===== config.mk =====
export PLATFORM = sky130hd
export DESIGN_NAME = fp_sub_seq
export DESIGN_NICKNAME = d
export VERILOG_FILES = /design/src/rtl/fp_sub_seq.sv
export SDC_FILE = /design/constraint.sdc
export NUM_CORES = 1
export LEC_CHECK = 0
export CAP_MARGIN = 10
export CORE_ASPECT_RATIO = 1.25
export CORE_MARGIN = 2
export CORE_UTILIZATION = 55
export CTS_CLUSTER_SIZE = 30
export DETAILED_ROUTE_END_ITERATION = 6
export PLACE_DENSITY = 0.78
export REMOVE_ABC_BUFFERS = 1
export SLEW_MARGIN = 0
export SYNTH_ARGS = -nofsm -noshare
export SYNTH_HDL_FRONTEND = slang
export SYNTH_SLANG_ARGS = --single-unit

===== constraint.sdc =====
create_clock -name clk -period 4.2 [get_ports clk]
set_input_delay 0.84 -clock clk [delete_from_list [all_inputs] [get_ports clk]]
set_output_delay 0.84 -clock clk [all_outputs]
set_load 0.005 [all_outputs]

===== src/rtl/fp_sub_seq.sv =====
// Sequential IEEE-754 single-precision subtractor: Diff = A - B.
// The datapath handles one bit per cycle in ALIGN and NORM. Bits shifted out
// during alignment are dropped, so the result is truncated, not rounded.
module fp_sub_seq (
    input  logic        clk,
    input  logic        rst_n,
    input  logic        start,
    input  logic [31:0] A,
    input  logic [31:0] B,
    output logic [31:0] Diff,
    output logic        busy,
    output logic        done,
    output logic        overflow,
    output logic        underflow
);

    localparam logic [2:0] S_IDLE   = 3'd0;
    localparam logic [2:0] S_UNPACK = 3'd1;
    localparam logic [2:0] S_ALIGN  = 3'd2;
    localparam logic [2:0] S_ADD    = 3'd3;
    localparam logic [2:0] S_NORM   = 3'd4;
    localparam logic [2:0] S_DONE   = 3'd5;

    logic [2:0]  state_q, state_d;
    logic [31:0] a_q, a_d, b_q, b_d;
    logic        sign_l_q, sign_l_d, sign_s_q, sign_s_d;
    logic [7:0]  exp_q, exp_d;
    logic [23:0] sig_l_q, sig_l_d, sig_s_q, sig_s_d;
    logic [24:0] sum_q, sum_d;
    logic [4:0]  cnt_q, cnt_d;
    logic [31:0] diff_q, diff_d;
    logic        busy_q, busy_d, done_q, done_d;
    logic        ovf_q, ovf_d, unf_q, unf_d;

    // Operand decode used by UNPACK. Exponent field 0 is a denormal: the
    // hidden bit is 0 and the effective exponent is 1.
    logic [7:0]  exp_a_f, exp_b_f, eff_a, eff_b, gap;
    logic [23:0] sig_a, sig_b;
    logic        a_big;
    logic [4:0]  shift_amt;

    always_comb begin
        exp_a_f   = a_q[30:23];
        exp_b_f   = b_q[30:23];
        sig_a     = {|exp_a_f, a_q[22:0]};
        sig_b     = {|exp_b_f, b_q[22:0]};
        eff_a     = (exp_a_f == 8'd0) ? 8'd1 : exp_a_f;
        eff_b     = (exp_b_f == 8'd0) ? 8'd1 : exp_b_f;
        a_big     = {eff_a, sig_a} >= {eff_b, sig_b};
        gap       = a_big ? (eff_a - eff_b) : (eff_b - eff_a);
        // Beyond 25 shifts the 24-bit significand is already all zeros.
        shift_amt = (gap > 8'd25) ? 5'd25 : gap[4:0];
    end

    // Next-state and datapath logic for the whole operation sequence.
    always_comb begin
        state_d  = state_q;
        a_d      = a_q;
        b_d      = b_q;
        sign_l_d = sign_l_q;
        sign_s_d = sign_s_q;
        exp_d    = exp_q;
        sig_l_d  = sig_l_q;
        sig_s_d  = sig_s_q;
        sum_d    = sum_q;
        cnt_d    = cnt_q;
        diff_d   = diff_q;
        busy_d   = busy_q;
        done_d   = 1'b0;
        ovf_d    = ovf_q;
        unf_d    = unf_q;

        case (state_q)
            S_IDLE: begin
                if (start) begin
                    a_d     = A;
                    b_d     = B;
                    busy_d  = 1'b1;
                    state_d = S_UNPACK;
                end
            end

            S_UNPACK: begin
                if (exp_a_f == 8'hFF || exp_b_f == 8'hFF) begin
                    diff_d  = 32'h7FC0_0000;
                    ovf_d   = 1'b0;
                    unf_d   = 1'b0;
                    done_d  = 1'b1;
                    state_d = S_DONE;
                end else begin
                    // Subtraction is done as addition of -B.
                    if (a_big) begin
                        sign_l_d = a_q[31];
                        sign_s_d = ~b_q[31];
                        exp_d    = eff_a;
                        sig_l_d  = sig_a;
                        sig_s_d  = sig_b;
                    end else begin
                        sign_l_d = ~b_q[31];
                        sign_s_d = a_q[31];
                        exp_d    = eff_b;
                        sig_l_d  = sig_b;
                        sig_s_d  = sig_a;
                    end
                    cnt_d   = shift_amt;
                    state_d = (shift_amt == 5'd0) ? S_ADD : S_ALIGN;
                end
            end

            S_ALIGN: begin
                sig_s_d = sig_s_q >> 1;
                cnt_d   = cnt_q - 5'd1;
                if (cnt_q == 5'd1) begin
                    state_d = S_ADD;
                end
            end

            S_ADD: begin
                if (sign_l_q == sign_s_q) begin
                    sum_d = {1'b0, sig_l_q} + {1'b0, sig_s_q};
                end else begin
                    sum_d = {1'b0, sig_l_q} - {1'b0, sig_s_q};
                end
                state_d = S_NORM;
            end

            S_NORM: begin
                if (sum_q == 25'd0) begin
                    diff_d  = 32'h0000_0000;
                    ovf_d   = 1'b0;
                    unf_d   = 1'b0;
                    done_d  = 1'b1;
                    state_d = S_DONE;
                end else if (sum_q[24]) begin
                    sum_d = sum_q >> 1;
                    exp_d = exp_q + 8'd1;
                end else if (!sum_q[23] && exp_q > 8'd1) begin
                    sum_d = sum_q << 1;
                    exp_d = exp_q - 8'd1;
                end else begin
                    done_d  = 1'b1;
                    state_d = S_DONE;
                    if (exp_q == 8'hFF) begin
                        diff_d = {sign_l_q, 8'hFF, 23'd0};
                        ovf_d  = 1'b1;
                        unf_d  = 1'b0;
                    end else if (!sum_q[23]) begin
                        diff_d = {sign_l_q, 8'd0, sum_q[22:0]};
                        ovf_d  = 1'b0;
                        unf_d  = 1'b1;
                    end else begin
                        diff_d = {sign_l_q, exp_q, sum_q[22:0]};
                        ovf_d  = 1'b0;
                        unf_d  = 1'b0;
                    end
                end
            end

            S_DONE: begin
                busy_d  = 1'b0;
                state_d = S_IDLE;
            end

            default: begin
                busy_d  = 1'b0;
                state_d = S_IDLE;
            end
        endcase
    end

    // State and datapath registers with asynchronous active-low clear.
    always_ff @(posedge clk or negedge rst_n) begin
        if (!rst_n) begin
            state_q  <= S_IDLE;
            a_q      <= '0;
            b_q      <= '0;
            sign_l_q <= 1'b0;
            sign_s_q <= 1'b0;
            exp_q    <= '0;
            sig_l_q  <= '0;
            sig_s_q  <= '0;
            sum_q    <= '0;
            cnt_q    <= '0;
            diff_q   <= '0;
            busy_q   <= 1'b0;
            done_q   <= 1'b0;
            ovf_q    <= 1'b0;
            unf_q    <= 1'b0;
        end else begin
            state_q  <= state_d;
            a_q      <= a_d;
            b_q      <= b_d;
            sign_l_q <= sign_l_d;
            sign_s_q <= sign_s_d;
            exp_q    <= exp_d;
            sig_l_q  <= sig_l_d;
            sig_s_q  <= sig_s_d;
            sum_q    <= sum_d;
            cnt_q    <= cnt_d;
            diff_q   <= diff_d;
            busy_q   <= busy_d;
            done_q   <= done_d;
            ovf_q    <= ovf_d;
            unf_q    <= unf_d;
        end
    end

    assign Diff      = diff_q;
    assign busy      = busy_q;
    assign done      = done_q;
    assign overflow  = ovf_q;
    assign underflow = unf_q;

endmodule


Yosys cells after proc, flatten, opt, wreduce, memory -nomap -nowiden --
Cells that the tools add are included.
Word-level totals: flip-flop bits (word level) 191, input bits 67, output and inout bits 36, word-level logic and storage cells 126
Cells by class: $add $sub $neg 7, order comparisons 3, equal/unequal tests 17, mux-type cells 57, bitwise gates (word level) 3, reductions and logical operators 23
Operators by type and width (count):
- $mux 32 | 4
- $mux 25 | 4
- $mux 24 | 3
- $mux 8 | 8
- $pmux 32 s2 | 1
- $mux 31 | 2
- $pmux 25 s2 | 1
- $pmux 24 s2 | 1
- $ge 32x32->1 | 1
- $add 24x24->25 | 1
- $logic_not 25->1 | 1
- $sub 24x24->25 | 1
- $eq 8x8->1 const B | 3
- $mux 1 | 18
- $mux 3 | 6
- $logic_not 8->1 | 2
- $pmux 8 s2 | 1
- $reduce_or 8->1 | 2
- $sub 8x8->8 | 2
- $pmux 3 s5 | 1
- $reduce_and 4->1 | 3
- $mux 5 | 2
- $ne 2x2->1 const B | 5
- $pmux 5 s2 | 1
- other kinds (22) | 36

Depth between registers and ports, before layout --
depth in word-level cells 10, depth in mapped cells 17

Worst setup path before layout --
OpenSTA, ideal clock, no wires.
kind register to register, start point register sign_s_q, end point register sum_q[24], setup time 129 ps, data arrival time 3386 ps, setup slack 685 ps, stages on the path, launching flop included 14, cells stage by stage dfrtp_1 > xor2_1 > clkbuf_1 > o21ai_0 > fa_1 > a21oi_1 > o21ai_0 > a2111o_1 > a21oi_2 > o21ai_1 > a211o_1 > a31oi_1 > xnor2_1 > o21ai_0
On the way: longest elaborated chain between the ends 3
Ends and longest elaborated chain:
- start, declared | RTL line 26 | logic sign_l_q, sign_l_d, sign_s_q, sign_s_d;
- start signal, assigned | RTL line 194 | sign_s_q <= sign_s_d;
- $eq 1x1->1 | RTL line 119 | if (sign_l_q == sign_s_q) begin
- $mux 25 | RTL line 119
- $pmux 25 s2 | RTL line 73 | case (state_q)
- end signal, assigned | RTL line 198 | sum_q <= sum_d;
- end, declared | RTL line 29 | logic [24:0] sum_q, sum_d;
No other way between the ends. A chain may end at the register's enable or synchronous reset.

Final worst setup path --
start point register b_q[27], end point register cnt_q[0]
On the way: longest elaborated chain between the ends 8, elaborated cells on any way between the ends 15, classes of those cells add/sub (2); order compare (2); eq/ne (2); mux (5); reduce/logical (4)
Ends and longest elaborated chain:
- start, declared | RTL line 25 | logic [31:0] a_q, a_d, b_q, b_d;
- start signal, assigned | RTL line 176 | b_q <= '0;
- start signal, assigned | RTL line 192 | b_q <= b_d;
- $logic_not 8->1 | RTL line 48 | eff_b = (exp_b_f == 8'd0) ? 8'd1 : exp_b_f;
- $mux 8 | RTL line 48
- $ge 32x32->1 / $sub 8x8->8 (equally long branches) | RTL line 49, 50
- $mux 8 | RTL line 50 | gap = a_big ? (eff_a - eff_b) : (eff_b - eff_a);
- $gt 8x5->1 | RTL line 52 | shift_amt = (gap > 8'd25) ? 5'd25 : gap[4:0];
- $mux 5 | RTL line 52
- $mux 5 | RTL line 84 | if (exp_a_f == 8'hFF || exp_b_f == 8'hFF) begin
- $pmux 5 s2 | RTL line 73
- end signal, assigned | RTL line 199 | cnt_q <= cnt_d;
- end, declared | RTL line 30 | logic [4:0] cnt_q, cnt_d;
Several ways; a longest one is shown, not always the timed one. The select of a mux whose other input is x is not followed.

==> flow_summary.json <==
{
  "grt_pass1_vias": 9241,
  "ys_top_cells_by_area": "dfrtp_1 (41%), ha_1 (7.3%), o21ai_0 (6.9%)",
  "critical-path-max-stage-delay_ns": 0.45,
  "dr_wl_met2_mm": 12.4,
  "first_iter_violations": 801,
  "insertion_delay_ns": 0.43,
  "fmaxAchievable_mhz": 255,
  "worstSetupStartpointType": "flip-flop",
  "wl_met1_mm": 12.0,
  "layout_min_cycle_time_ns": 3.92,
  "ctsHoldBuffers": 0,
  "clock_path_buffers": 2,
  "rr_worst_depth": 13,
  "synth_warnings": 0,
  "syn_avg_cell_area_sq_um": 8.78,
  "holdPathStages": 2,
  "clock_sinks": 191,
  "dp_hpwl_mm": 19.3,
  "cts-htree-levels": 4,
  "setup_violations": 0,
  "die_height_um": 167,
  "end_kind": "flip-flop",
  "dieArea_sq_mm": 0.0224,
  "path_class": "flip-flop to flip-flop",
  "fill_cells": 1756,
  "fin_area_sq_mm": 0.0135,
  "report.final.slew_viol_count": 0,
  "relSlewSlack_pct": 46.4,
  "core_sq_mm": 0.0208,
  "reg2reg_to": "cnt_q[0]",
  "synth_edf_count": 0,
  "syn_to_final_growth_pct": 15.9,
  "ioPinCount": 103,
  "path_cells": "nor4_1, nand2_1, inv_1, nor2_1, ha_1, nand4_1, a2111o_1, o311ai_1, o22ai_4, mux2i_1, xnor2_1, nand3_1, o32a_1",
  "grt_max_degree": 100,
  "reg2reg_slack_ns": 0.28,
  "cts_buffers": 17,
  "rsz0062_at_grt": "false",
  "synthTopCellsByCount": "nand2_1 (200), dfrtp_1 (191), o21ai_0 (160), a21oi_1 (96), nor2_1 (81)",
  "multi_input_area_sq_mm": 0.00631,
  "hold_class": "flip-flop to flip-flop",
  "firstDrtPassIters": 5,
  "place_area_sq_mm": 0.0129,
  "synthArstFlopShare_pct": 100,
  "setup_ws_ns": 0.278,
  "status": "finished, final reports clean",
  "grt_pass1_wl_mm": 44.5,
  "finClkSkew_ns": 0.00719,
  "drive_gt1_share_pct": 7.33,
  "netlist_instances": 1329,
  "via_per_inst": 5.86,
  "regToRegStartpoint": "b_q[27]",
  "num_rows": 59,
  "ys_ff_latch": 191,
  "ys_seq_area_share_pct": 41.0,
  "place_ws_ns": 0.258,
  "synth_top_area_cell": "dfrtp_1",
  "synth_top_area_share_pct": 41.0,
  "vias": 9846,
  "met3_length_mm": 1.17,
  "wire_per_inst_um": 15.6,
  "tightest_slew_ns": 0.803,
  "seqCellArea_sq_mm": 0.00478,
  "initial_core_util_pct": 56.0,
  "top_layer": "met4",
  "antennaDiodeCount": 0,
  "whs_endpoint": "Diff[16]",
  "clkTransAtPathRegs_ns": 0.07,
  "postRouteAntennaNets": 0,
  "critPathRequiredTime_ns": 4.51,
  "route.detailed.drc": 0,
  "synth.cell_area_sq_mm": 0.0117,
  "synth.most_common_cell": "nand2_1",
  "hold_viol_final": 0,
  "grt_usage_pct": 24.1,
  "final_util_pct": 64.9,
  "slowest_stage": "o311ai_1",
  "nNetsFinal": 1531,
  "gp_congestion": 0.927,
  "clockRootBuffer": "clkbuf_16",
  "portBuffers": 102,
  "arrival_ns": 4.23,
  "fin_crit_sh_pct": 93.4,
  "worstHoldStart": "Diff[16]",
  "grt-ovfl-total": 0,
  "synth_flop_cell": "dfrtp_1",
  "die_w_um": 134,
  "cp_max_fo": 8,
  "antenna_found_initial": 0,
  "synth_cell_types": 72,
  "maxCapViolations": 0,
  "drt_wl_total_mm": 26.1,
  "cts_tree": "yes"
}
[timing repair]
item | in CTS | in global routing
hold endpoints to repair | 0 | 0
setup endpoints to repair | 0 | 6
resized for setup | 0 | 2
setup buffers | 0 | 4
[stage by stage]
| stage | setup TNS, ns | hold slack (ns) | instances |
|---|---|---|---|
| after floorplan | -324.64 | 0.456 | 1247 |
| after global placement | 0 | 0.448 | 1644 |
| after detailed placement | 0 | 0.456 | 1644 |
| after CTS | 0 | 0.471 | 1676 |
| after global routing | 0 | 0.487 | 1680 |
| final | 0 | 0.464 | 1680 |
[layer usage]
layer  vias up  GRT usage [%]
li1       4845              -
met5         -              0
met2       290           39.7
met1      4670           33.3
met4         0           7.55
met3        41           2.95
[cells in the final DEF, fill, tap and decap left out, types with 4 or more instances in the layout]
cell type / netlist / routed
o21ai_0: 160 / 160
nor2b_1: 4 / 4
and2_1: 5 / 5
nor4_1: 12 / 11
nand4_1: 14 / 14
or3_1: 4 / 4
clkbuf_8: 0 / 4
nor3_1: 18 / 17
mux2_2: 29 / 29
clkbuf_1: 59 / 4
o31ai_1: 8 / 8
nand2b_1: 9 / 9
a222oi_1: 8 / 8
xor2_1: 20 / 20
a22oi_1: 30 / 30
xnor2_1: 33 / 33
o22a_1: 4 / 4
clkdlybuf4s50_1: 0 / 101
inv_1: 66 / 66
a211oi_1: 9 / 9
a221oi_1: 4 / 4
clkbuf_16: 0 / 17
a311oi_1: 7 / 7
o211ai_1: 8 / 8
a21o_1: 11 / 11
dfrtp_1: 191 / 191
ha_1: 68 / 68
buf_4: 4 / 22
mux2i_1: 36 / 36
o21a_1: 5 / 5
a21oi_1: 96 / 96
a31oi_1: 11 / 11
nor2_1: 81 / 81
nand3_1: 38 / 38
nand2_1: 200 / 199
[kinds of logic after synthesis]
kind of cell / synth area share [%]
simple gates: 15.5
mux: 5.89
buf+inv: 5.23
xor+xnor: 3.98
flops: 41.0
compound gates: 20.6
fa+ha+maj: 7.81
[worst max-delay path by stage]
stage,end,depth (start not counted),from
6_report,cnt_q[0],13,b_q[27]
5_1_grt,cnt_q[2],13,b_q[27]
4_1_cts,sum_q[24],16,sig_s_q[3]
3_5_place_dp,sum_q[24],16,sig_s_q[3]
3_3_place_gp,sum_q[24],16,sig_s_q[1]
2_1_floorplan,cnt_q[0],12,a_q[24]
[flip-flops by register name, indices dropped and copies added (netlist names)]
register	cells
Diff	32
a_q	32
b_q	32
sum_q	25
sig_l_q	24
sig_s_q	24
exp_q	8
cnt_q	5
state_q	3
busy	1
done	1
overflow	1
sign_l_q	1
sign_s_q	1
underflow	1
[cell type report]
cell class	count	area share [%]
Inverter	67	1.86
Multi-Input combinational cell	989	46.7
Timing Repair Buffer	127	9.24
Tap cell	274	2.54
Clock inverter	8	0.768
Clock buffer	24	3.56
Sequential cell	191	35.4
[worst max-delay path: cells and delay by family (launching register included)]
kind,cells,cell delay [ns]
simple gates,5,0.98
mux,1,0.26
xor+xnor,1,0.16
compound gates,4,1.49
flops,1,0.42
fa+ha+maj,1,0.35
buf+inv,1,0.13
Power is not shown: default switching activity piles up to over one toggle a cycle in this logic, so the estimate is an artifact.
